File: src/rtl/vga_timing_gen.sv
// vga_timing_gen
//   Parametrised VGA raster generator. A free-running h/v counter pair feeds a
//   two-stage output pipeline:
//     stage 1: x, y, fetch   (fetch coordinates handed to the pixel source)
//     stage 2: hsync, vsync, de, line_start, frame_start, red/green/blue
//   All stage-2 outputs describe the same pixel, so they stay mutually aligned.
//
//   Optional feature macro: VGA_TEST_PATTERN_EN
//     defined   -> pattern_sel selects pix_in / white / colour bars / quadrants
//     undefined -> pattern_sel is ignored, RGB is the registered pix_in
//
// Ports
//   CLK          in   pixel clock
//   RST          in   synchronous active-high reset (wins over en)
//   en           in   clock enable for counters, pipeline and latched pattern
//   pattern_sel  in   0 pix_in, 1 white, 2 colour bars, 3 quadrants
//   pix_in       in   {R,G,B} for the (x,y) currently presented
//   x, y         out  fetch column / row (stage 1)
//   fetch        out  x,y inside the visible area (stage 1)
//   hsync/vsync  out  sync pulses, active level HS_POL / VS_POL (stage 2)
//   de           out  RGB valid (stage 2)
//   line_start   out  pulse with the first de of each visible line
//   frame_start  out  pulse with pixel (0,0)
//   red/green/blue out colour channels, zero whenever de = 0

module vga_timing_gen #(
    parameter int H_VISIBLE  = 305,
    parameter int H_FRONT    = 7,
    parameter int H_SYNC     = 46,
    parameter int H_BACK     = 23,
    parameter int V_VISIBLE  = 480,
    parameter int V_FRONT    = 10,
    parameter int V_SYNC     = 2,
    parameter int V_BACK     = 33,
    parameter int HS_POL     = 0,
    parameter int VS_POL     = 0,
    parameter int COLOR_BITS = 1,
    parameter int CNT_BITS   = 10
) (
    input  logic                      CLK,
    input  logic                      RST,
    input  logic                      en,
    input  logic [1:0]                pattern_sel,
    input  logic [3*COLOR_BITS-1:0]   pix_in,
    output logic [CNT_BITS-1:0]       x,
    output logic [CNT_BITS-1:0]       y,
    output logic                      fetch,
    output logic                      hsync,
    output logic                      vsync,
    output logic                      de,
    output logic                      line_start,
    output logic                      frame_start,
    output logic [COLOR_BITS-1:0]     red,
    output logic [COLOR_BITS-1:0]     green,
    output logic [COLOR_BITS-1:0]     blue
);

    typedef logic [CNT_BITS-1:0] cnt_t;

    localparam int H_TOTAL = H_VISIBLE + H_FRONT + H_SYNC + H_BACK;
    localparam int V_TOTAL = V_VISIBLE + V_FRONT + V_SYNC + V_BACK;

    localparam cnt_t H_LAST = cnt_t'(H_TOTAL - 1);
    localparam cnt_t V_LAST = cnt_t'(V_TOTAL - 1);
    localparam cnt_t H_VIS  = cnt_t'(H_VISIBLE);
    localparam cnt_t V_VIS  = cnt_t'(V_VISIBLE);
    localparam cnt_t H_SS   = cnt_t'(H_VISIBLE + H_FRONT);
    localparam cnt_t H_SE   = cnt_t'(H_VISIBLE + H_FRONT + H_SYNC);
    localparam cnt_t V_SS   = cnt_t'(V_VISIBLE + V_FRONT);
    localparam cnt_t V_SE   = cnt_t'(V_VISIBLE + V_FRONT + V_SYNC);

    localparam logic HS_ACT = (HS_POL != 0);
    localparam logic VS_ACT = (VS_POL != 0);

    cnt_t                    r_h;
    cnt_t                    r_v;
    logic                    w_vis;
    logic                    w_hs_act;
    logic                    w_vs_act;
    logic [3*COLOR_BITS-1:0] w_rgb;

    // Raster counters: v advances on the h wrap and wraps itself after the
    // last line, so a frame is exactly H_TOTAL*V_TOTAL enabled clocks.
    always_ff @(posedge CLK) begin
        if (RST) begin
            r_h <= '0;
            r_v <= '0;
        end else if (en) begin
            if (r_h == H_LAST) begin
                r_h <= '0;
                r_v <= (r_v == V_LAST) ? '0 : r_v + 1'b1;
            end else begin
                r_h <= r_h + 1'b1;
            end
        end
    end

    assign w_vis = (r_h < H_VIS) && (r_v < V_VIS);

    // Stage 1: present the fetch coordinates to the pixel source.
    always_ff @(posedge CLK) begin
        if (RST) begin
            x     <= '0;
            y     <= '0;
            fetch <= 1'b0;
        end else if (en) begin
            x     <= r_h;
            y     <= r_v;
            fetch <= w_vis;
        end
    end

    // Sync regions are decoded from the stage-1 coordinates so that the
    // stage-2 syncs line up with de and RGB without extra delay registers.
    assign w_hs_act = (x >= H_SS) && (x < H_SE);
    assign w_vs_act = (y >= V_SS) && (y < V_SE);

`ifdef VGA_TEST_PATTERN_EN
    localparam int   BAR_W  = H_VISIBLE / 8;
    localparam cnt_t BAR_WC = cnt_t'(BAR_W);
    localparam cnt_t H_HALF = cnt_t'(H_VISIBLE / 2);
    localparam cnt_t V_HALF = cnt_t'(V_VISIBLE / 2);

    logic [1:0] r_pat;
    cnt_t       w_bar_q;
    logic [2:0] w_bar;

    // Pattern changes only take effect at the (0,0) counter state, so the
    // new selection starts exactly with the first pixel of a frame.
    always_ff @(posedge CLK) begin
        if (RST)
            r_pat <= 2'd0;
        else if (en && (r_h == '0) && (r_v == '0))
            r_pat <= pattern_sel;
    end

    // The last bar absorbs the remainder columns of H_VISIBLE/8.
    always_comb begin
        w_bar_q = x / BAR_WC;
        w_bar   = (w_bar_q > cnt_t'(7)) ? 3'd7 : w_bar_q[2:0];
    end

    always_comb begin
        w_rgb = pix_in;
        case (r_pat)
            2'd1: w_rgb = '1;
            2'd2: w_rgb = {{COLOR_BITS{w_bar[2]}}, {COLOR_BITS{w_bar[1]}},
                           {COLOR_BITS{w_bar[0]}}};
            2'd3: begin
                if (x < H_HALF)
                    w_rgb = {{COLOR_BITS{1'b0}}, {COLOR_BITS{1'b1}},
                             {COLOR_BITS{(y < V_HALF)}}};
                else if (x > H_HALF)
                    w_rgb = {{COLOR_BITS{1'b1}}, {(2*COLOR_BITS){1'b0}}};
                else
                    w_rgb = '0;
            end
            default: w_rgb = pix_in;
        endcase
    end
`else
    logic w_unused_sel;
    assign w_unused_sel = ^pattern_sel;
    assign w_rgb        = pix_in;
`endif

    // Stage 2: pixel source output is captured here alongside syncs/strobes.
    always_ff @(posedge CLK) begin
        if (RST) begin
            hsync       <= ~HS_ACT;
            vsync       <= ~VS_ACT;
            de          <= 1'b0;
            line_start  <= 1'b0;
            frame_start <= 1'b0;
            red         <= '0;
            green       <= '0;
            blue        <= '0;
        end else if (en) begin
            hsync       <= w_hs_act ? HS_ACT : ~HS_ACT;
            vsync       <= w_vs_act ? VS_ACT : ~VS_ACT;
            de          <= fetch;
            line_start  <= fetch && (x == '0);
            frame_start <= fetch && (x == '0) && (y == '0);
            {red, green, blue} <= fetch ? w_rgb : '0;
        end
    end

endmodule

File: config.mk
export PLATFORM = sky130hd
export DESIGN_NAME = vga_timing_gen
export DESIGN_NICKNAME = d
export VERILOG_FILES = /design/src/rtl/vga_timing_gen.sv
export SDC_FILE = /design/constraint.sdc
export NUM_CORES = 1
export LEC_CHECK = 0
export BUFFER_PORTS_ARGS = -buffer_cell sky130_fd_sc_hd__buf_2
export CORE_ASPECT_RATIO = 0.75
export CORE_MARGIN = 2
export CORE_UTILIZATION = 50
export CTS_CLUSTER_SIZE = 12
export DETAILED_ROUTE_END_ITERATION = 10
export MAX_ROUTING_LAYER = met4
export PLACE_DENSITY = 0.75
export SLEW_MARGIN = 20
export SYNTH_ARGS = -nofsm -noshare
export SYNTH_HDL_FRONTEND = slang
export SYNTH_SLANG_ARGS = --single-unit
File: constraint.sdc
create_clock -name CLK -period 2.03 [get_ports CLK]
set_input_delay 0.203 -clock CLK [delete_from_list [all_inputs] [get_ports CLK]]
set_output_delay 0.203 -clock CLK [all_outputs]
set_load 0.05 [all_outputs]
==> results of run 1 <==
## layout make-up
| type | count | area, um2 |
|---|---|---|
| fillers | 351 | 1520 |
| multi-input cells | 168 | 1130 |
| flip-flops and latches | 49 | 983 |
| repair buffers | 50 | 290 |
| clock buffers | 6 | 72.6 |
| well taps | 55 | 68.8 |
| inverters | 9 | 33.8 |
| clock inverters | 2 | 13.8 |
## routing by layer
metal  global-route usage  part of all wire  up-vias
li1                     -                 -      931
met1                0.297              0.50      850
met2                0.294              0.42       47
met3               0.0469             0.064        6
met4               0.0847             0.013        0
met5                    -                 0        -
## sequential cells by signal (all words and copies together), names as in the netlist
| signal | count |
|---|---|
| fetch | 1 |
| y | 10 |
| r_v | 10 |
| hsync | 1 |
| vsync | 1 |
| line_start | 1 |
| de | 1 |
| r_h | 10 |
| frame_start | 1 |
| green | 1 |
| x | 10 |
| red | 1 |
| blue | 1 |
## layout by cell type (no fill, tap or decap), drive strengths merged, types with 2 or more instances in the layout
cell,instances
buf,50
nand3,15
nor2,36
o21ai,3
o21bai,2
nand4,5
o31ai,3
clkbuf,6
nand2,8
a21oi,14
o22ai,2
xnor2,7
xor2,3
nand4b,2
mux2i,22
nor3,8
or4,4
nand2b,7
dfxtp,49
ha,5
nor4,3
inv,10
nor3b,2
and4,2
or3,2
## worst max-delay path, stage by stage (launching register included)
cell and delay, ns:
dfxtp_2 0.33, inv_2 0.08, ha_4 0.15, nand4bb_4 0.14, or4_4 0.57, or4b_1 0.49, a21oi_1 0.15
## what timing repair did
| action | CTS | global route |
|---|---|---|
| resized for setup | 0 | 7 |
| endpoints found under the setup margin | 0 | 11 |
| hold endpoints to repair | 0 | 0 |
## cell usage after synthesis (all sizes together), types with 3 or more instances
cell,instances,area [um2]
or4,4,33.8
inv,9,33.8
clkbuf,9,33.8
ha,5,62.6
nor2,36,135
xor2,3,26.3
nand2b,7,43.8
a21oi,14,70.1
dfxtp,49,981
mux2i,22,220
nor3,8,40.0
nor4,3,18.8
nand4,5,31.3
buf,4,17.5
o21ai,3,15.0
o31ai,3,22.5
xnor2,7,61.3
nand2,8,30.0
nand3,15,80.1
## how the worst max path moves through the flow
stage | to | slack (ns)
after global routing | r_v[8] | -0.005
after global placement | r_v[8] | 0.06
after detailed placement | r_v[6] | 0.02
after floorplan | r_v[8] | 0.08
after CTS | r_v[6] | 0.002
final | r_v[6] | 0.07
## logic make-up (layout without fill, tap and decap cells)
| logic type | count (synthesis) | count (layout) |
|---|---|---|
| muxes | 22 | 22 |
| adders and majority gates | 5 | 5 |
| and+or+nand+nor | 102 | 102 |
| AOI/OAI and AO/OA | 29 | 29 |
| DFF | 49 | 49 |
| buffers and inverters | 22 | 67 |
| xor gates and xnor gates | 10 | 10 |
## through the flow
step / area (um2) / hold slack, ns / util / setup slack (ns) / TNS [ns]
global placement: 2480 / 0.453 / 0.605 / 0.0641 / 0
finish: 2590 / 0.148 / 0.631 / 0.0654 / 0
CTS: 2570 / 0.134 / 0.626 / 0.00157 / 0
floorplan: 2170 / 0.371 / - / 0.0797 / 0
detailed placement: 2480 / 0.456 / 0.605 / 0.0212 / 0
global route: 2590 / 0.156 / 0.631 / -0.00528 / -0.00528
## power groups by stage
stage	Sequential [uW]	Combinational [uW]	Clock, uW
final	982	144	561
after global routing	984	158	620
after CTS	981	137	580
after detailed placement	1000	136	0
after global placement	1000	134	0
after floorplan	1030	68.8	0
==> results by group, run 1 <==
Clocking
  • Clock transition at path regs: 0.09 ns
  • Setup Buffers After CTS: 0
  • Clock root cell: clkbuf_8
  • Number of buffers created by CTS: 5
  • CTS Hold Bufs: 0
  • H-tree depth: 2
  • CTS sink count: 49
  • Clk Latency, worst-skew pair: 0.30 ns
  • CTS tree: yes
  • Clock Path Buffers: 2

Yosys
  • Synth Instances: 239
  • Simple-Gate Fraction of Synth Area: 0.258
  • Yosys warning count: 0
  • Ys async rst share: 0
  • Post-Synth Adder-Cell Area: 0.0288
  • Post-synth top flop: dfxtp_1
  • Synth Area in XOR/XNOR: 0.0403
  • Compound-Gate Fraction of Synth Area: 0.0817
  • Mapped Area: approximately 2200 um2
  • Mux cell area share after synthesis: 0.101
  • Post-synth cell types: 41
  • Flops & latches, synth: 49
  • Largest family of logic cells by synthesized area: simple AND/OR/NAND/NOR gates
  • Seq/Total Area, Yosys: 0.451
  • Syn nets: 252
  • EDFF count, synth: 0
  • Mean Syn Cell Area: ~9.1 um2

Worst setup path
  • CP Max Fanout: 5
  • Setup Crit Path Kind: flip-flop to flip-flop
  • FF-to-FF End: r_v[6]
  • Crit path from: r_h[0]
  • Worst r2r src: r_h[0]
  • Required @ worst endpoint: 2.26 ns
  • R2r setup slk: 0.07 ns
  • CP Capture Type: flip-flop
  • Worst Reg-to-Reg Cells: 6
  • Worst setup SP type: flip-flop
  • Critical Path AT: around 2.2 ns

Power
  • Switching Fraction: 0.246
  • Maximum VDD drop: 0.437 mV
  • Combinational power share: 0.086
  • Pwr Total: 1690 uW
  • Sequential share of power: 0.582
  • Power Dens Cells: 652 nW/um2
  • Clock Power Share: 0.333
  • LEAKAGE: between 0.001 and 0.0015 uW
  • Net load switching power: 415 uW
  • Internal power: 1270 uW

Routing
  • Via count: 1834
  • DRT antenna net count: 0
  • Wire per inst: 13.7 um
  • Detail-routed via count per cell: 5.41
  • Total iterations of the first detailed-routing run: 4
  • Total wire length after detailed routing: 4.66 mm
  • DR iter-0 viols: 132
  • DRC viols: 0

Timing
  • Period utilization: 0.968
  • Final Max Slew Viols: 0
  • Final setup vio count: 0
  • Clock skew: 0.0136 ns
  • Worst-margin pin slew: 0.452 ns
  • Slew margin rel.: 0.696
  • Final Hold Viols: 0
  • Fmax: 509 MHz
  • Fin crit period: roughly 2.0 ns

Global route
  • Largest net degree at the start of global routing: 32
  • Initial antenna violation count: 0
  • Total gr overflow: 0
  • Tot GR Track Use: 0.211
  • Global-route wire length before repair: 7.70 mm
  • Vias in the first global route: between 1500 and 2000

Placed design
  • Post-placement cell count: 331
  • Input/output buffers: 34
  • Detailed Place HPWL: 3.29 mm
  • GP Congestion: around 0.84

Die
  • Die area: 4900 um2
  • Core Area: about 4100 um2
  • Ports: 37
  • Rows: 20
  • Die height: 61.1 um
  • Starting Density: 0.530
  • Die width: 80.2 um

Layout
  • P&R area growth vs syn: 19.0%
  • # diodes: 0
  • Post-layout net count: about 300
  • Share of cells above drive strength 1: 0.236
  • Final cell count without fillers: between 300 and 400

Hold path
  • Hold Path Stages: 2
  • HP Class: primary input to flip-flop
  • WHS Endpoint: r_v[0]
  • Hold Path Origin: RST

Outcome
  • Status: complete, no violations

Flow run
  • Max_cap viols: 0
(Power assumes the default switching activity.)
==> run 2, diff against run 1 <==
RECOVER_POWER = 50   (was unset)
==> run 2 against run 1 <==
Against the previous run: die area unchanged; critical path depth is the same; sequential cell count did not move; maximum frequency down 0.34%; first-iteration DRC count increased by 6.1%; largest cell class unchanged; critical endpoint unchanged.
==> results by group, run 2 (synthesis gave the netlist of run 1 again) <==
Outcome
  • Status: complete, no violations

Clocking
  • CTS tree: yes
  • Clock Path Buffers: 2 (unchanged)
  • Number of buffers created by CTS: 5 (unchanged)
  • H-tree depth: 2 (unchanged)
  • Clock transition at path regs: 0.09 ns (about the same)
  • CTS sink count: 49 (unchanged)
  • Clock root cell: clkbuf_8
  • Clk Latency, worst-skew pair: 0.30 ns (about the same)

Layout
  • Post-layout net count: 296 (unchanged)
  • Share of cells above drive strength 1: 0.169 (-0.0669)
  • Final design area excluding fillers: 2550 um2 (-1.4%)
  • P&R area growth vs syn: 17.4%
  • # diodes: 0 (unchanged)
  • Commonest cells after routing, fill and taps aside: dfxtp_1 (48), nor2_1 (36), mux2i_1 (22), buf_2 (20), clkbuf_1 (19)
  • Layout Utilization: 0.622 (-0.00884)
  • Commonest non-fill, non-tap cell in the layout: dfxtp_1

Worst setup path
  • Setup Crit Path Kind: flip-flop to flip-flop
  • CP Max Fanout: 5 (unchanged)
  • CP Cell Sequence: inv_2 > ha_4 > nand4bb_4 > or4_4 > or4b_1 > a21oi_1
  • Crit-path max cell delay: 0.58 ns (about the same)
  • Slowest cell on crit path: or4_4
  • Critical Path AT: 2.20 ns (about the same)
  • Required @ worst endpoint: 2.26 ns (about the same)
  • Worst Reg-to-Reg Cells: 6 (unchanged)
  • CP Capture Type: flip-flop
  • Worst setup SP type: flip-flop

Die
  • Die width: 80.2 um (unchanged)
  • Ports: 37 (unchanged)
  • Core Area: 4100 um2 (unchanged)
  • Die area: 4900 um2 (unchanged)
  • Die height: 61.1 um (unchanged)
  • Starting Density: 0.530 (unchanged)
  • Rows: 20 (unchanged)

Routing
  • Detail-routed via count per cell: 5.40 (-0.22%)
  • DRC viols: 0 (unchanged)
  • Wire per inst: 13.8 um (+0.56%)
  • Total iterations of the first detailed-routing run: 4 (unchanged)
  • Via count: 1830 (-0.22%)
  • DRT antenna net count: 0 (unchanged)
  • DR iter-0 viols: 140 (+6.1%)
  • Total wire length after detailed routing: 4.69 mm (+0.56%)

Timing
  • Worst-margin pin slew: 0.797 ns (+0.345 ns)
  • Fmax: 507 MHz (-0.34%)
  • Final Max Slew Viols: 0 (unchanged)
  • Fin crit period: 1.97 ns (+0.00661 ns)
  • Hold slack: 0.151 ns (+0.00311 ns)
  • Final setup vio count: 0 (unchanged)
  • Post-route setup slack: 0.0588 ns (-0.00661 ns)
  • Final Hold Viols: 0 (unchanged)
  • Period utilization: 0.971 (+0.00325)
  • Slew margin rel.: 0.469 (-0.227)
  • Clock skew: 0.00985 ns (-0.00378 ns)

Global route
  • GR met2 Demand/Resource: 0.294 (unchanged)
  • Largest net degree at the start of global routing: 32 (unchanged)
  • Gr busiest metal: met1
  • Met1 usage: 0.297 (unchanged)
  • Vias in the first global route: 1654 (unchanged)
  • Global-route wire length before repair: 7.70 mm (unchanged)
  • Total gr overflow: 0 (unchanged)
  • Tot GR Track Use: 0.211 (unchanged)
  • Met3 GRT Util: 0.0469 (unchanged)
  • Initial antenna violation count: 0 (unchanged)

Power
  • LEAKAGE: 0.000983 uW (-6.6%)
  • Power Dens Cells: 659 nW/um2 (+1.1%)
  • Maximum VDD drop: 0.438 mV (+0.15%)

Placed design
  • GP Congestion: 0.839 (unchanged)
  • Input/output buffers: 34 (unchanged)
  • Placed Area: 2480 um2 (unchanged)
  • Detailed Place HPWL: 3.29 mm (unchanged)
  • Setup Slack @ Placement: 0.0212 ns (unchanged)

Hold path
  • HP Class: primary input to flip-flop
  • Hold Path Stages: 2 (unchanged)

Flow run
  • Max_cap viols: 0 (unchanged)
-- run 2: cell count changes in the layout (fill, tap and decap cells not counted) --
cell / before / now
buf_2: 34 / 20
buf_4: 16 / 11
clkbuf_1: 1 / 19
clkbuf_2: 0 / 1
dfxtp_1: 47 / 48
dfxtp_2: 2 / 1
-- run 2: worst max-delay path, delay by kind of cell (launching register included) --
family / cells / cell delay, ns
AND/OR/NAND/NOR: 3 / 1.21
flip-flops: 1 / 0.33
AO/OA/AOI/OAI: 1 / 0.15
buffers and inverters: 1 / 0.08
adder cells (fa/ha/maj): 1 / 0.15
-- run 2: layer usage --
layer  wire (um)  share of wire
met4          59          0.013
met5           0              0
met1        2380           0.51
met3         289          0.062
met2        1960           0.42
-- run 2: timing repair --
item,in CTS,in global routing
resized for setup,0,7
hold buffers,0,0
setup endpoints to repair,0,11
setup buffers,0,0
-- run 2: through the flow --
step / instances / power, uW / TNS (ns)
detailed placement: 331 / 1140 / 0
global route: 339 / 1760 / -0.00528
floorplan: 239 / 1100 / 0
finish: 339 / 1680 / 0
global placement: 331 / 1140 / 0
CTS: 339 / 1700 / 0
-- run 2: final cells by class --
class | count | area (um2)
clock buffer | 6 | 72.6
clock inverter | 2 | 13.8
fill | 362 | 1550
inverter | 9 | 33.8
multi-input combinational | 168 | 1130
sequential | 49 | 982
tap | 55 | 68.8
timing repair buffer | 50 | 255
-- run 2: final timing paths --
check | startpoint | to | slack (ns)
min | RST | r_v[0] | 0.15
max reg2reg | r_h[0] | r_v[6] | 0.06
max | r_h[0] | r_v[6] | 0.06
min reg2reg | red | red | 0.48
-- run 2: power by group --
group          switching (uW)  leakage (uW)  internal [uW]
Clock                     313     0.0000456            246
Combinational            89.9      0.000541           52.1
Sequential               9.46      0.000396            973
Total                     412      0.000983           1270
==> run 3, diff against run 2 <==
CORE_MARGIN = unset   (was 2)
CORE_UTILIZATION = 41   (was 50)
PLACE_DENSITY = unset   (was 0.75)
==> run 3 against run 2 <==
Against the previous run: cell count grew 5.3%; global-route usage shrank 2.4 points; non-clock buffer count grew 1; sequential power is essentially flat; wire length grew 2.3%; sequential cell count is the same; register-to-register slack is essentially flat; sequential share of layout area shrank 1.1 points; critical endpoint is now r_v[8]; largest cell class unchanged; largest power group unchanged; highest routed layer unchanged.
==> results by group, run 3 (synthesis gave the netlist of run 1 again) <==
Clocking
  • Number of buffers created by CTS: 5 (unchanged)
  • Clock root cell: clkbuf_8
  • H-tree depth: 2 (unchanged)
  • Clock transition at path regs: 0.09 ns (about the same)
  • CTS sink count: 49 (unchanged)
  • CTS Hold Bufs: 0 (unchanged)
  • CTS tree: yes
  • Clock Path Buffers: 2 (unchanged)
  • Clk Latency, worst-skew pair: 0.30 ns (about the same)

Routing
  • Via count: 1826 (-0.22%)
  • DR iter-0 viols: 90 (-36%)
  • Wire per inst: 13.4 um (-2.8%)
  • Total wire length after detailed routing: 4.80 mm (+2.3%)
  • Total iterations of the first detailed-routing run: 4 (unchanged)
  • Detail-routed via count per cell: 5.11 (-5.2%)
  • DRC viols: 0 (unchanged)
  • DRT antenna net count: 0 (unchanged)

Worst setup path
  • Worst setup SP type: flip-flop
  • Slowest cell on crit path: or4_4
  • CP Capture Type: flip-flop
  • CP Max Fanout: 5 (unchanged)
  • Crit-path max cell delay: 0.58 ns (about the same)
  • Critical Path AT: 2.22 ns (+0.02 ns)
  • CP Cell Sequence: inv_2 > ha_4 > nand4bb_4 > or4_4 > or4_1 > a21oi_1
  • Setup Crit Path Kind: flip-flop to flip-flop
  • Required @ worst endpoint: 2.27 ns (about the same)

Die
  • Die area: 5600 um2 (+14%)
  • Core Area: 4980 um2 (+21%)
  • Ports: 37 (unchanged)
  • Die height: 65.1 um (+6.5%)
  • Starting Density: 0.436 (-0.0934)
  • Die width: 86.1 um (+7.4%)
  • Rows: 22 (+10%)

Global route
  • Total gr overflow: 0 (unchanged)
  • Largest net degree at the start of global routing: 37 (+16%)
  • Global-route wire length before repair: 7.73 mm (+0.36%)
  • Vias in the first global route: 1546 (-6.5%)
  • Initial antenna violation count: 0 (unchanged)
  • Tot GR Track Use: 0.187 (-0.0240)

Placed design
  • GP Congestion: 0.851 (+1.4%)
  • Setup Slack @ Placement: 0.0362 ns (+0.0150 ns)
  • Detailed Place HPWL: 3.36 mm (+2.1%)
  • Input/output buffers: 34 (unchanged)

Timing
  • RSZ-0062 raised after global routing: false
  • Worst-margin pin slew: 0.921 ns (+0.125 ns)
  • Period utilization: 0.975 (+0.00437)
  • Slew margin rel.: 0.386 (-0.0831)
  • Fin crit period: 1.98 ns (+0.00888 ns)
  • Fmax: 505 MHz (-0.45%)
  • Post-route setup slack: 0.0499 ns (-0.00888 ns)
  • Setup TNS: 0 ns (unchanged)
  • Final setup vio count: 0 (unchanged)
  • Final Max Slew Viols: 0 (unchanged)
  • Clock skew: 0.0112 ns (+0.00132 ns)
  • Final Hold Viols: 0 (unchanged)

Layout
  • Commonest non-fill, non-tap cell in the layout: dfxtp_1
  • # diodes: 0 (unchanged)
  • Layout Utilization: 0.527 (-0.0951)
  • Post-layout net count: 297 (+0.34%)
  • Commonest cells after routing, fill and taps aside: dfxtp_1 (48), nor2_1 (36), mux2i_1 (22), buf_2 (21), buf_4 (16)
  • Share of cells above drive strength 1: 0.193 (+0.0240)
  • P&R area growth vs syn: 20.7%

Hold path
  • HP Class: primary input to flip-flop

Power
  • Switching Fraction: 0.231 (-0.0140)
  • Maximum VDD drop: 0.303 mV (-31%)
  • Clock Power Share: 0.382 (+0.050)
  • Internal power: 1390 uW (+9.7%)
  • Combinational power share: 0.077 (-0.007)
  • LEAKAGE: 0.00102 uW (+3.6%)
  • Pwr Total: 1810 uW (+7.7%)
  • Net load switching power: 419 uW (+1.5%)
  • Sequential share of power: 0.542 (-0.042)
  • Power Dens Cells: 691 nW/um2 (+4.7%)

Outcome
  • Status: complete, no violations

Flow run
  • Max_cap viols: 0 (unchanged)
==> run 3: timing repair <==
| action | 4_1_cts | 5_1_grt |
|---|---|---|
| buffers inserted | 0 | 0 |
| setup endpoints to repair | 0 | 3 |
| gates resized for setup | 0 | 7 |
==> run 3: per-stage QoR <==
step	hold slack, ns	std cells	cell area, um2
global placement	0.453	349	2510
global route	0.152	357	2630
finish	0.167	357	2630
CTS	0.161	357	2620
detailed placement	0.460	349	2510
floorplan	0.371	239	2170
==> run 3: area by class of cell <==
cell class              count  area, um2
clock buffers               6       72.6
well taps                  72       90.1
repair buffers             51        279
fillers                   491       2360
multi-input cells         168       1130
flip-flops and latches     49        982
clock inverters             2       38.8
inverters                   9       33.8
==> run 3: path summary, 6_finish.rpt <==
| kind | startpoint | cells past startpoint | slack (ns) | end |
|---|---|---|---|---|
| worst min register to register | red | 2 | 0.47 | red |
| worst max-delay path | r_h[1] | 6 | 0.05 | r_v[8] |
| worst max register to register | r_h[1] | 6 | 0.05 | r_v[8] |
| worst min-delay path | pix_in[1] | 3 | 0.17 | green |
==> run 3: worst max-delay path, delay by kind of cell, from the launching register on <==
family | cells | cell delay [ns]
AND/OR/NAND/NOR | 3 | 1.22
buffers and inverters | 1 | 0.07
adder cells (fa/ha/maj) | 1 | 0.14
flip-flops | 1 | 0.33
AO/OA/AOI/OAI | 1 | 0.14
==> run 3: power groups by stage <==
stage	sequential [uW]	clock, uW	combinational [uW]
after floorplan	1030	0	68.8
after global placement	1000	0	134
after detailed placement	1000	0	134
after CTS	981	702	134
after global routing	984	759	152
final	982	692	139
==> run 3: metal layers <==
metal | track usage | up-vias | wire [um]
met5 | - | - | 0
met4 | 0.0625 | 0 | 45
met3 | 0.0420 | 4 | 229
met2 | 0.235 | 46 | 1830
met1 | 0.285 | 840 | 2690
li1 | - | 936 | -
